$ cat config.mk
export PLATFORM = sky130hd
export DESIGN_NAME = pipe_hazard_ctrl_flat
export DESIGN_NICKNAME = d
export VERILOG_FILES = /design/src/rtl/pipe_hazard_ctrl_if.sv /design/src/rtl/pipe_hazard_ctrl.sv /design/src/flat_wrapper.sv
export SDC_FILE = /design/constraint.sdc
export NUM_CORES = 1
export LEC_CHECK = 0
export ABC_AREA = 1
export CAP_MARGIN = 20
export CORE_ASPECT_RATIO = 0.75
export CORE_UTILIZATION = 45
export CTS_BUF_LIST = sky130_fd_sc_hd__clkbuf_8
export CTS_CLUSTER_SIZE = 14
export DETAILED_ROUTE_END_ITERATION = 8
export PLACE_DENSITY = 0.8
export SYNTH_ARGS = -nofsm -noshare
export SYNTH_HDL_FRONTEND = slang
export SYNTH_SLANG_ARGS = --single-unit
$ cat constraint.sdc
create_clock -name clk -period 2.6 [get_ports clk]
set_clock_uncertainty 0.05 [all_clocks]
set_input_delay 0.39 -clock clk [delete_from_list [all_inputs] [get_ports clk]]
set_output_delay 0.39 -clock clk [all_outputs]
set_load 0.005 [all_outputs]
$ cat src/rtl/pipe_hazard_ctrl_if.sv
// Hazard-control bundle between the pipeline datapath and pipe_hazard_ctrl.
// The master side (datapath / bench) drives the stage addresses and controls,
// and the slave side (hazard unit) returns stalls, flushes, forwarding and status.
interface pipe_hazard_ctrl_if;
   logic [4:0]  ad1d, ad2d;           // decode-stage sources
   logic [4:0]  ad1e, ad2e, rde;      // execute-stage sources and destination
   logic        ldE;                  // execute-stage instruction is a load
   logic        pcSrce;               // taken branch/jump resolved in execute
   logic        regWrtm, regWrtw;     // memory / writeback write enables
   logic [4:0]  rdm, rdw;             // memory / writeback destinations
   logic        dmemReqm, dmemRdym;   // data-memory request and ready
   logic        stallf, stalld, stalle, stallm;
   logic        flushd, flushe, flushw;
   logic [1:0]  fwdAe, fwdBe;
   logic [1:0]  state;
   logic        memErr;
   logic [15:0] stallCnt;

   modport master (
      output ad1d, ad2d, ad1e, ad2e, rde, ldE, pcSrce,
             regWrtm, regWrtw, rdm, rdw, dmemReqm, dmemRdym,
      input  stallf, stalld, stalle, stallm, flushd, flushe, flushw,
             fwdAe, fwdBe, state, memErr, stallCnt
   );

   modport slave (
      input  ad1d, ad2d, ad1e, ad2e, rde, ldE, pcSrce,
             regWrtm, regWrtw, rdm, rdw, dmemReqm, dmemRdym,
      output stallf, stalld, stalle, stallm, flushd, flushe, flushw,
             fwdAe, fwdBe, state, memErr, stallCnt
   );
endinterface

$ cat src/rtl/pipe_hazard_ctrl.sv
// Pipeline hazard controller: memory-wait freeze with timeout, branch redirect
// flush, load-use bubble, operand forwarding select and a saturating count of
// fetch-stall cycles.
module pipe_hazard_ctrl (
   input  logic               clk,
   input  logic               rst,
   pipe_hazard_ctrl_if.slave  hz
);

   typedef enum logic [1:0] {
      RUN     = 2'b00,
      MEMWAIT = 2'b01,
      ERR     = 2'b10
   } state_e;

   state_e      state_q, state_d;
   logic [7:0]  wait_q, wait_d;
   logic [15:0] stall_cnt_q, stall_cnt_d;
   logic        mem_busy;
   logic        load_use;

   assign mem_busy = hz.dmemReqm & ~hz.dmemRdym;
   // x0 is never a real producer, so it can never cause a bubble.
   assign load_use = hz.ldE && (hz.rde != 5'd0) &&
                     ((hz.rde == hz.ad1d) || (hz.rde == hz.ad2d));

   // Memory stage wins over writeback because it holds the younger result.
   function automatic logic [1:0] fwd_sel(input logic [4:0] src);
      if (hz.regWrtm && (hz.rdm != 5'd0) && (hz.rdm == src))
         return 2'b10;
      else if (hz.regWrtw && (hz.rdw != 5'd0) && (hz.rdw == src))
         return 2'b01;
      else
         return 2'b00;
   endfunction

   // State, wait counter and stall counter registers.
   // NOTE: sequential state uses non-blocking (<=) so every register samples
   // pre-edge values; blocking here would create order-dependent races.
   always_ff @(posedge clk or posedge rst) begin
      if (rst) begin
         state_q     <= RUN;
         wait_q      <= 8'd0;
         stall_cnt_q <= 16'd0;
      end else begin
         state_q     <= state_d;
         wait_q      <= wait_d;
         stall_cnt_q <= stall_cnt_d;
      end
   end

   // Next-state logic and same-cycle stall/flush decode.
   // NOTE: every signal gets a default first so no path leaves it unassigned,
   // which would otherwise infer a latch.
   always_comb begin
      state_d   = state_q;
      wait_d    = wait_q;
      hz.stallf = 1'b0;
      hz.stalld = 1'b0;
      hz.stalle = 1'b0;
      hz.stallm = 1'b0;
      hz.flushd = 1'b0;
      hz.flushe = 1'b0;
      hz.flushw = 1'b0;

      case (state_q)
         RUN: begin
            wait_d = 8'd0;
            if (mem_busy) state_d = MEMWAIT;
         end
         MEMWAIT: begin
            // ERR is entered after 256 consecutive busy cycles: one in RUN
            // plus 255 counted here.
            wait_d = wait_q + 8'd1;
            if (!mem_busy)              state_d = RUN;
            else if (wait_d == 8'd255)  state_d = ERR;
         end
         ERR: ;  // sticky until reset
         default: state_d = RUN;
      endcase

      if (rst) begin
         // all controls quiet while reset is held
      end else if (state_q == ERR || mem_busy) begin
         hz.stallf = 1'b1;
         hz.stalld = 1'b1;
         hz.stalle = 1'b1;
         hz.stallm = 1'b1;
         hz.flushw = 1'b1;
      end else if (hz.pcSrce) begin
         hz.flushd = 1'b1;
         hz.flushe = 1'b1;
      end else if (load_use) begin
         hz.stallf = 1'b1;
         hz.stalld = 1'b1;
         hz.flushe = 1'b1;
      end
   end

   // Saturating count of cycles in which fetch is held.
   always_comb begin
      stall_cnt_d = stall_cnt_q;
      if (hz.stallf && (stall_cnt_q != 16'hFFFF))
         stall_cnt_d = stall_cnt_q + 16'd1;
   end

   // Forwarding is purely combinational and ignores FSM state and stalls.
   always_comb begin
      hz.fwdAe = fwd_sel(hz.ad1e);
      hz.fwdBe = fwd_sel(hz.ad2e);
   end

   assign hz.state    = state_q;
   assign hz.memErr   = (state_q == ERR);
   assign hz.stallCnt = stall_cnt_q;

endmodule

$ cat src/flat_wrapper.sv
// flat-port wrapper written by rule: the top's interface ports become plain ports
module pipe_hazard_ctrl_flat 
  (clk, rst, hz_ad1d, hz_ad2d, hz_ad1e, hz_ad2e, hz_rde, hz_ldE, hz_pcSrce, hz_regWrtm, hz_regWrtw, hz_rdm, hz_rdw, hz_dmemReqm, hz_dmemRdym, hz_stallf, hz_stalld, hz_stalle, hz_stallm, hz_flushd, hz_flushe, hz_flushw, hz_fwdAe, hz_fwdBe, hz_state, hz_memErr, hz_stallCnt);
  pipe_hazard_ctrl_if hz_i ();
  input  logic clk;
  input  logic rst;
  input wire logic [$bits(hz_i.ad1d)-1:0] hz_ad1d;
  input wire logic [$bits(hz_i.ad2d)-1:0] hz_ad2d;
  input wire logic [$bits(hz_i.ad1e)-1:0] hz_ad1e;
  input wire logic [$bits(hz_i.ad2e)-1:0] hz_ad2e;
  input wire logic [$bits(hz_i.rde)-1:0] hz_rde;
  input wire logic [$bits(hz_i.ldE)-1:0] hz_ldE;
  input wire logic [$bits(hz_i.pcSrce)-1:0] hz_pcSrce;
  input wire logic [$bits(hz_i.regWrtm)-1:0] hz_regWrtm;
  input wire logic [$bits(hz_i.regWrtw)-1:0] hz_regWrtw;
  input wire logic [$bits(hz_i.rdm)-1:0] hz_rdm;
  input wire logic [$bits(hz_i.rdw)-1:0] hz_rdw;
  input wire logic [$bits(hz_i.dmemReqm)-1:0] hz_dmemReqm;
  input wire logic [$bits(hz_i.dmemRdym)-1:0] hz_dmemRdym;
  output wire logic [$bits(hz_i.stallf)-1:0] hz_stallf;
  output wire logic [$bits(hz_i.stalld)-1:0] hz_stalld;
  output wire logic [$bits(hz_i.stalle)-1:0] hz_stalle;
  output wire logic [$bits(hz_i.stallm)-1:0] hz_stallm;
  output wire logic [$bits(hz_i.flushd)-1:0] hz_flushd;
  output wire logic [$bits(hz_i.flushe)-1:0] hz_flushe;
  output wire logic [$bits(hz_i.flushw)-1:0] hz_flushw;
  output wire logic [$bits(hz_i.fwdAe)-1:0] hz_fwdAe;
  output wire logic [$bits(hz_i.fwdBe)-1:0] hz_fwdBe;
  output wire logic [$bits(hz_i.state)-1:0] hz_state;
  output wire logic [$bits(hz_i.memErr)-1:0] hz_memErr;
  output wire logic [$bits(hz_i.stallCnt)-1:0] hz_stallCnt;
  assign hz_i.ad1d = hz_ad1d;
  assign hz_i.ad2d = hz_ad2d;
  assign hz_i.ad1e = hz_ad1e;
  assign hz_i.ad2e = hz_ad2e;
  assign hz_i.rde = hz_rde;
  assign hz_i.ldE = hz_ldE;
  assign hz_i.pcSrce = hz_pcSrce;
  assign hz_i.regWrtm = hz_regWrtm;
  assign hz_i.regWrtw = hz_regWrtw;
  assign hz_i.rdm = hz_rdm;
  assign hz_i.rdw = hz_rdw;
  assign hz_i.dmemReqm = hz_dmemReqm;
  assign hz_i.dmemRdym = hz_dmemRdym;
  assign hz_stallf = hz_i.stallf;
  assign hz_stalld = hz_i.stalld;
  assign hz_stalle = hz_i.stalle;
  assign hz_stallm = hz_i.stallm;
  assign hz_flushd = hz_i.flushd;
  assign hz_flushe = hz_i.flushe;
  assign hz_flushw = hz_i.flushw;
  assign hz_fwdAe = hz_i.fwdAe;
  assign hz_fwdBe = hz_i.fwdBe;
  assign hz_state = hz_i.state;
  assign hz_memErr = hz_i.memErr;
  assign hz_stallCnt = hz_i.stallCnt;
  pipe_hazard_ctrl u_core (.clk(clk), .rst(rst), .hz(hz_i));
endmodule
==> impl_metrics.xml <==
<?xml version="1.0" encoding="UTF-8"?>
<metrics>
  <group name="run_status">
    <metric name="outcome" unit="">completed</metric>
  </group>
  <group name="cells_and_area">
    <metric name="num_antenna_cells" unit="">0</metric>
    <metric name="sequential_cell_area" unit="um2">650.6</metric>
    <metric name="fin_util" unit="%">69.97</metric>
    <metric name="layout_cells_sized_above_1" unit="%">8.967</metric>
    <metric name="area_growth" unit="%">43.42</metric>
    <metric name="nFillCells" unit="">364</metric>
    <metric name="design.final.nets" unit="">415</metric>
    <metric name="post-route-cell-area" unit="um2">2959</metric>
    <metric name="multi_input_comb_area" unit="um2">1245</metric>
  </group>
  <group name="clock_network">
    <metric name="tritoncts.num_buffers" unit="">3</metric>
    <metric name="post_cts.repair.setup_buffers" unit="">0</metric>
    <metric name="cts.reportedPaths.clkPinSlew" unit="ps">80</metric>
    <metric name="cts.htree.levels" unit="">1</metric>
    <metric name="cts_buffer_depth" unit="">2</metric>
    <metric name="clock_tree_from_tritoncts" unit="">done</metric>
    <metric name="clock-sinks" unit="">26</metric>
    <metric name="ctsRootBufferMaster" unit="">sky130_fd_sc_hd__clkbuf_8</metric>
    <metric name="clk-insertion-delay-late" unit="ps">280</metric>
  </group>
  <group name="routing">
    <metric name="drc_violation_total_after_the_first_tritonroute_iteration" unit="">126</metric>
    <metric name="drt_wl_total" unit="mm">5.166</metric>
    <metric name="route.detailed.wl_per_inst" unit="um">12.21</metric>
    <metric name="viasPerCell" unit="">4.894</metric>
    <metric name="drt_pre_antenna_iters" unit="">4</metric>
    <metric name="num_vias" unit="">2070</metric>
    <metric name="drc" unit="">0</metric>
    <metric name="antenna_violating_nets_post_route" unit="">0</metric>
  </group>
  <group name="floorplanning">
    <metric name="die_x" unit="um">80.19</metric>
    <metric name="die_area" unit="um2">4862</metric>
    <metric name="area_of_the_core" unit="um2">4229</metric>
    <metric name="floorplan.io_pins" unit="">73</metric>
    <metric name="initial_utilization" unit="%">48.79</metric>
    <metric name="placementRows" unit="">20</metric>
    <metric name="die_height" unit="um">60.64</metric>
  </group>
  <group name="yosys">
    <metric name="yosysTopAreaCell" unit="">sky130_fd_sc_hd__dfrtp_1</metric>
    <metric name="synth_common_cells" unit="">sky130_fd_sc_hd__nand2_1, sky130_fd_sc_hd__nand3_1, sky130_fd_sc_hd__inv_1, sky130_fd_sc_hd__dfrtp_1, sky130_fd_sc_hd__nor2_1</metric>
    <metric name="postSynthRegisterBits" unit="">26</metric>
    <metric name="synthDominantCellAreaShare" unit="%">31.53</metric>
    <metric name="synth_area_leaders" unit="">sky130_fd_sc_hd__dfrtp_1, sky130_fd_sc_hd__nand2_1, sky130_fd_sc_hd__xnor2_1, sky130_fd_sc_hd__nand3_1, sky130_fd_sc_hd__xor2_1</metric>
    <metric name="yosysSeqAreaShare" unit="%">31.53</metric>
    <metric name="net_count_synth" unit="">337</metric>
    <metric name="yosys_warnings" unit="">0</metric>
    <metric name="yosysMostFrequentCell" unit="">sky130_fd_sc_hd__nand2_1</metric>
    <metric name="synth_edf_count" unit="">0</metric>
    <metric name="postSynth.asyncResetShare" unit="%">100.0</metric>
    <metric name="ys.flop_type" unit="">sky130_fd_sc_hd__dfrtp_1</metric>
    <metric name="synth_cell_types" unit="">25</metric>
    <metric name="syn_area" unit="um2">2063</metric>
    <metric name="synth_cells" unit="">291</metric>
    <metric name="post_synth.cell_area_avg" unit="um2">7.090</metric>
  </group>
  <group name="power_and_ir_drop">
    <metric name="p_total" unit="mW">1.154</metric>
    <metric name="pwr-share-comb" unit="%">28.1</metric>
    <metric name="leakage" unit="nW">1.427</metric>
    <metric name="power.share.sequential" unit="%">42.0</metric>
    <metric name="net_switching_power" unit="mW">0.3213</metric>
    <metric name="pwr-share-clk" unit="%">29.9</metric>
    <metric name="cell_internal_pwr" unit="mW">0.8325</metric>
    <metric name="power-per-cell-area" unit="nW/um2">389.9</metric>
    <metric name="vdd_drop_max" unit="V">0.0002252</metric>
    <metric name="power_switching_share" unit="%">27.85</metric>
  </group>
  <group name="sta">
    <metric name="worst_pin_slew" unit="ps">394.2</metric>
    <metric name="layout_worst_path_cycle_share" unit="%">98.16</metric>
    <metric name="grt_setup_unrepaired" unit="">true</metric>
    <metric name="max_freq" unit="MHz">391.8</metric>
    <metric name="slew-limit-headroom" unit="%">73.48</metric>
    <metric name="timing.final.crit_period" unit="ps">2552</metric>
    <metric name="finalSetupViolCount" unit="">0</metric>
    <metric name="timing_max_transition_violations_final" unit="">0</metric>
    <metric name="final_hold_viol_count" unit="">0</metric>
  </group>
  <group name="place">
    <metric name="gpl_congestion" unit="">0.8769</metric>
    <metric name="place.port_buffers" unit="">72</metric>
    <metric name="dpl.hpwl" unit="mm">4.145</metric>
    <metric name="dpl-instance-area" unit="um2">2861</metric>
  </group>
  <group name="global_route">
    <metric name="global_route.usage.total" unit="%">23.05</metric>
    <metric name="wire_length_of_the_first_global_routing_pass" unit="mm">8.638</metric>
    <metric name="first_global_vias" unit="">1943</metric>
    <metric name="aggregate_global_routing_overflow" unit="">0</metric>
    <metric name="grt_max_degree" unit="">27</metric>
    <metric name="number_of_antenna_violations_at_the_first_check_in_global_routing" unit="">0</metric>
  </group>
  <group name="critical_path">
    <metric name="critPathArrivalTime" unit="ps">2110</metric>
    <metric name="critical_path.reg2reg.startpoint" unit="">u_core.hz.stallCnt[0]$_DFFE_PP0P_</metric>
    <metric name="worst-path-max-fanout" unit="">2</metric>
    <metric name="critPathRequiredTime" unit="ps">2160</metric>
    <metric name="critical_path.startpoint_type" unit="">input pin</metric>
    <metric name="worst-setup-path-type" unit="">input pin to output port</metric>
    <metric name="critical_path.endpoint_type" unit="">output port</metric>
    <metric name="critical_path_source" unit="">hz_rdw[1]</metric>
  </group>
  <group name="worst_hold_path">
    <metric name="timing.hold.worst.start" unit="">u_core.wait_q[5]$_DFFE_PP0P_</metric>
    <metric name="min-delay-path-class" unit="">flop to flop</metric>
  </group>
  <group name="run">
    <metric name="cap_viol_max_count" unit="">0</metric>
  </group>
</metrics>
per-stage QoR:
| step | cells | setup WS [ps] | hold slack, ps | TNS, ps |
|---|---|---|---|---|
| floorplan | 291 | 786.0 | 388.5 | 0 |
| global placement | 419 | 90.73 | 463.5 | 0 |
| detailed placement | 419 | 62.58 | 481.0 | 0 |
| CTS | 423 | 62.59 | 503.3 | 0 |
| global route | 423 | -42.33 | 515.8 | -52.94 |
| finish | 423 | 47.84 | 498.8 | 0 |
worst paths after layout:
kind	cells after the start	slack [ps]	endpoint
max reg2reg	9	680	u_core.hz.stallCnt[15]$_DFFE_PP0P_
min in group asynchronous	3	550	u_core.wait_q[6]$_DFFE_PP0P_
max	9	50	hz_fwdAe[0]
min reg2reg	2	500	u_core.wait_q[5]$_DFFE_PP0P_
min	2	500	u_core.wait_q[5]$_DFFE_PP0P_
max in group asynchronous	3	1680	u_core.hz.stallCnt[15]$_DFFE_PP0P_
power by group through the flow:
stage / Clock [mW] / Sequential (mW) / Combinational, mW
floorplan: 0 / 0.485 / 0.139
global placement: 0 / 0.488 / 0.314
detailed placement: 0 / 0.491 / 0.325
CTS: 0.347 / 0.483 / 0.326
global route: 0.364 / 0.489 / 0.359
finish: 0.345 / 0.484 / 0.324
final cells by class:
class / count / area share [%]
Timing Repair Buffer: 79 / 26.38
Sequential cell: 26 / 21.99
Clock buffer: 3 / 1.395
Multi-Input combinational cell: 221 / 42.07
Tap cell: 55 / 2.326
Inverter: 38 / 4.820
Clock inverter: 1 / 1.015
metal layers:
layer,share of wire [%],track usage [%],wire [um],vias to the layer above
li1,-,-,-,1067
met1,50,31.75,2575,952
met2,46,39.56,2371,45
met3,3.4,4.060,175,6
met4,0.81,2.806,42,0
met5,0,0,0,-
worst max-delay path, stage by stage:
cell	delay, ps
sky130_fd_sc_hd__clkdlybuf4s50_1	460
sky130_fd_sc_hd__buf_4	160
sky130_fd_sc_hd__nor2_1	90
sky130_fd_sc_hd__nand2_1	60
sky130_fd_sc_hd__o21ai_0	270
sky130_fd_sc_hd__inv_1	80
sky130_fd_sc_hd__nand4_1	100
sky130_fd_sc_hd__nor2_1	50
sky130_fd_sc_hd__clkdlybuf4s50_1	460
sequential cells by signal, summed over array words and instances, names as in the netlist:
register / count
u_core.hz.stallCnt: 16
u_core.wait_q: 8
u_core.hz.state: 2
cells in the final DEF (no fill, tap or decap), drive strengths merged, types with 7 or more instances in the layout:
| master | count |
|---|---|
| nand2 | 87 |
| clkdlybuf4s50 | 69 |
| inv | 37 |
| nand3 | 36 |
| nor2 | 28 |
| dfrtp | 26 |
| xnor2 | 22 |
| xor2 | 20 |
| o21ai | 9 |
| buf | 7 |
| nor3 | 7 |
kinds of logic after synthesis:
group | count (synthesis) | synth area share [%]
AOI/OAI and AO/OA | 11 | 2.729
xor gates and xnor gates | 42 | 17.83
adders and majority gates | 3 | 1.819
buffers and inverters | 44 | 9.036
DFF | 26 | 31.53
and+or+nand+nor | 165 | 37.05
what timing repair did:
action                                  in CTS  in global routing
hold endpoints to repair                     0                  0
gates resized for setup                      0                  8
hold buffers                                 0                  0
endpoints found under the setup margin       0                  5
Power figures use the tool's default switching activity.
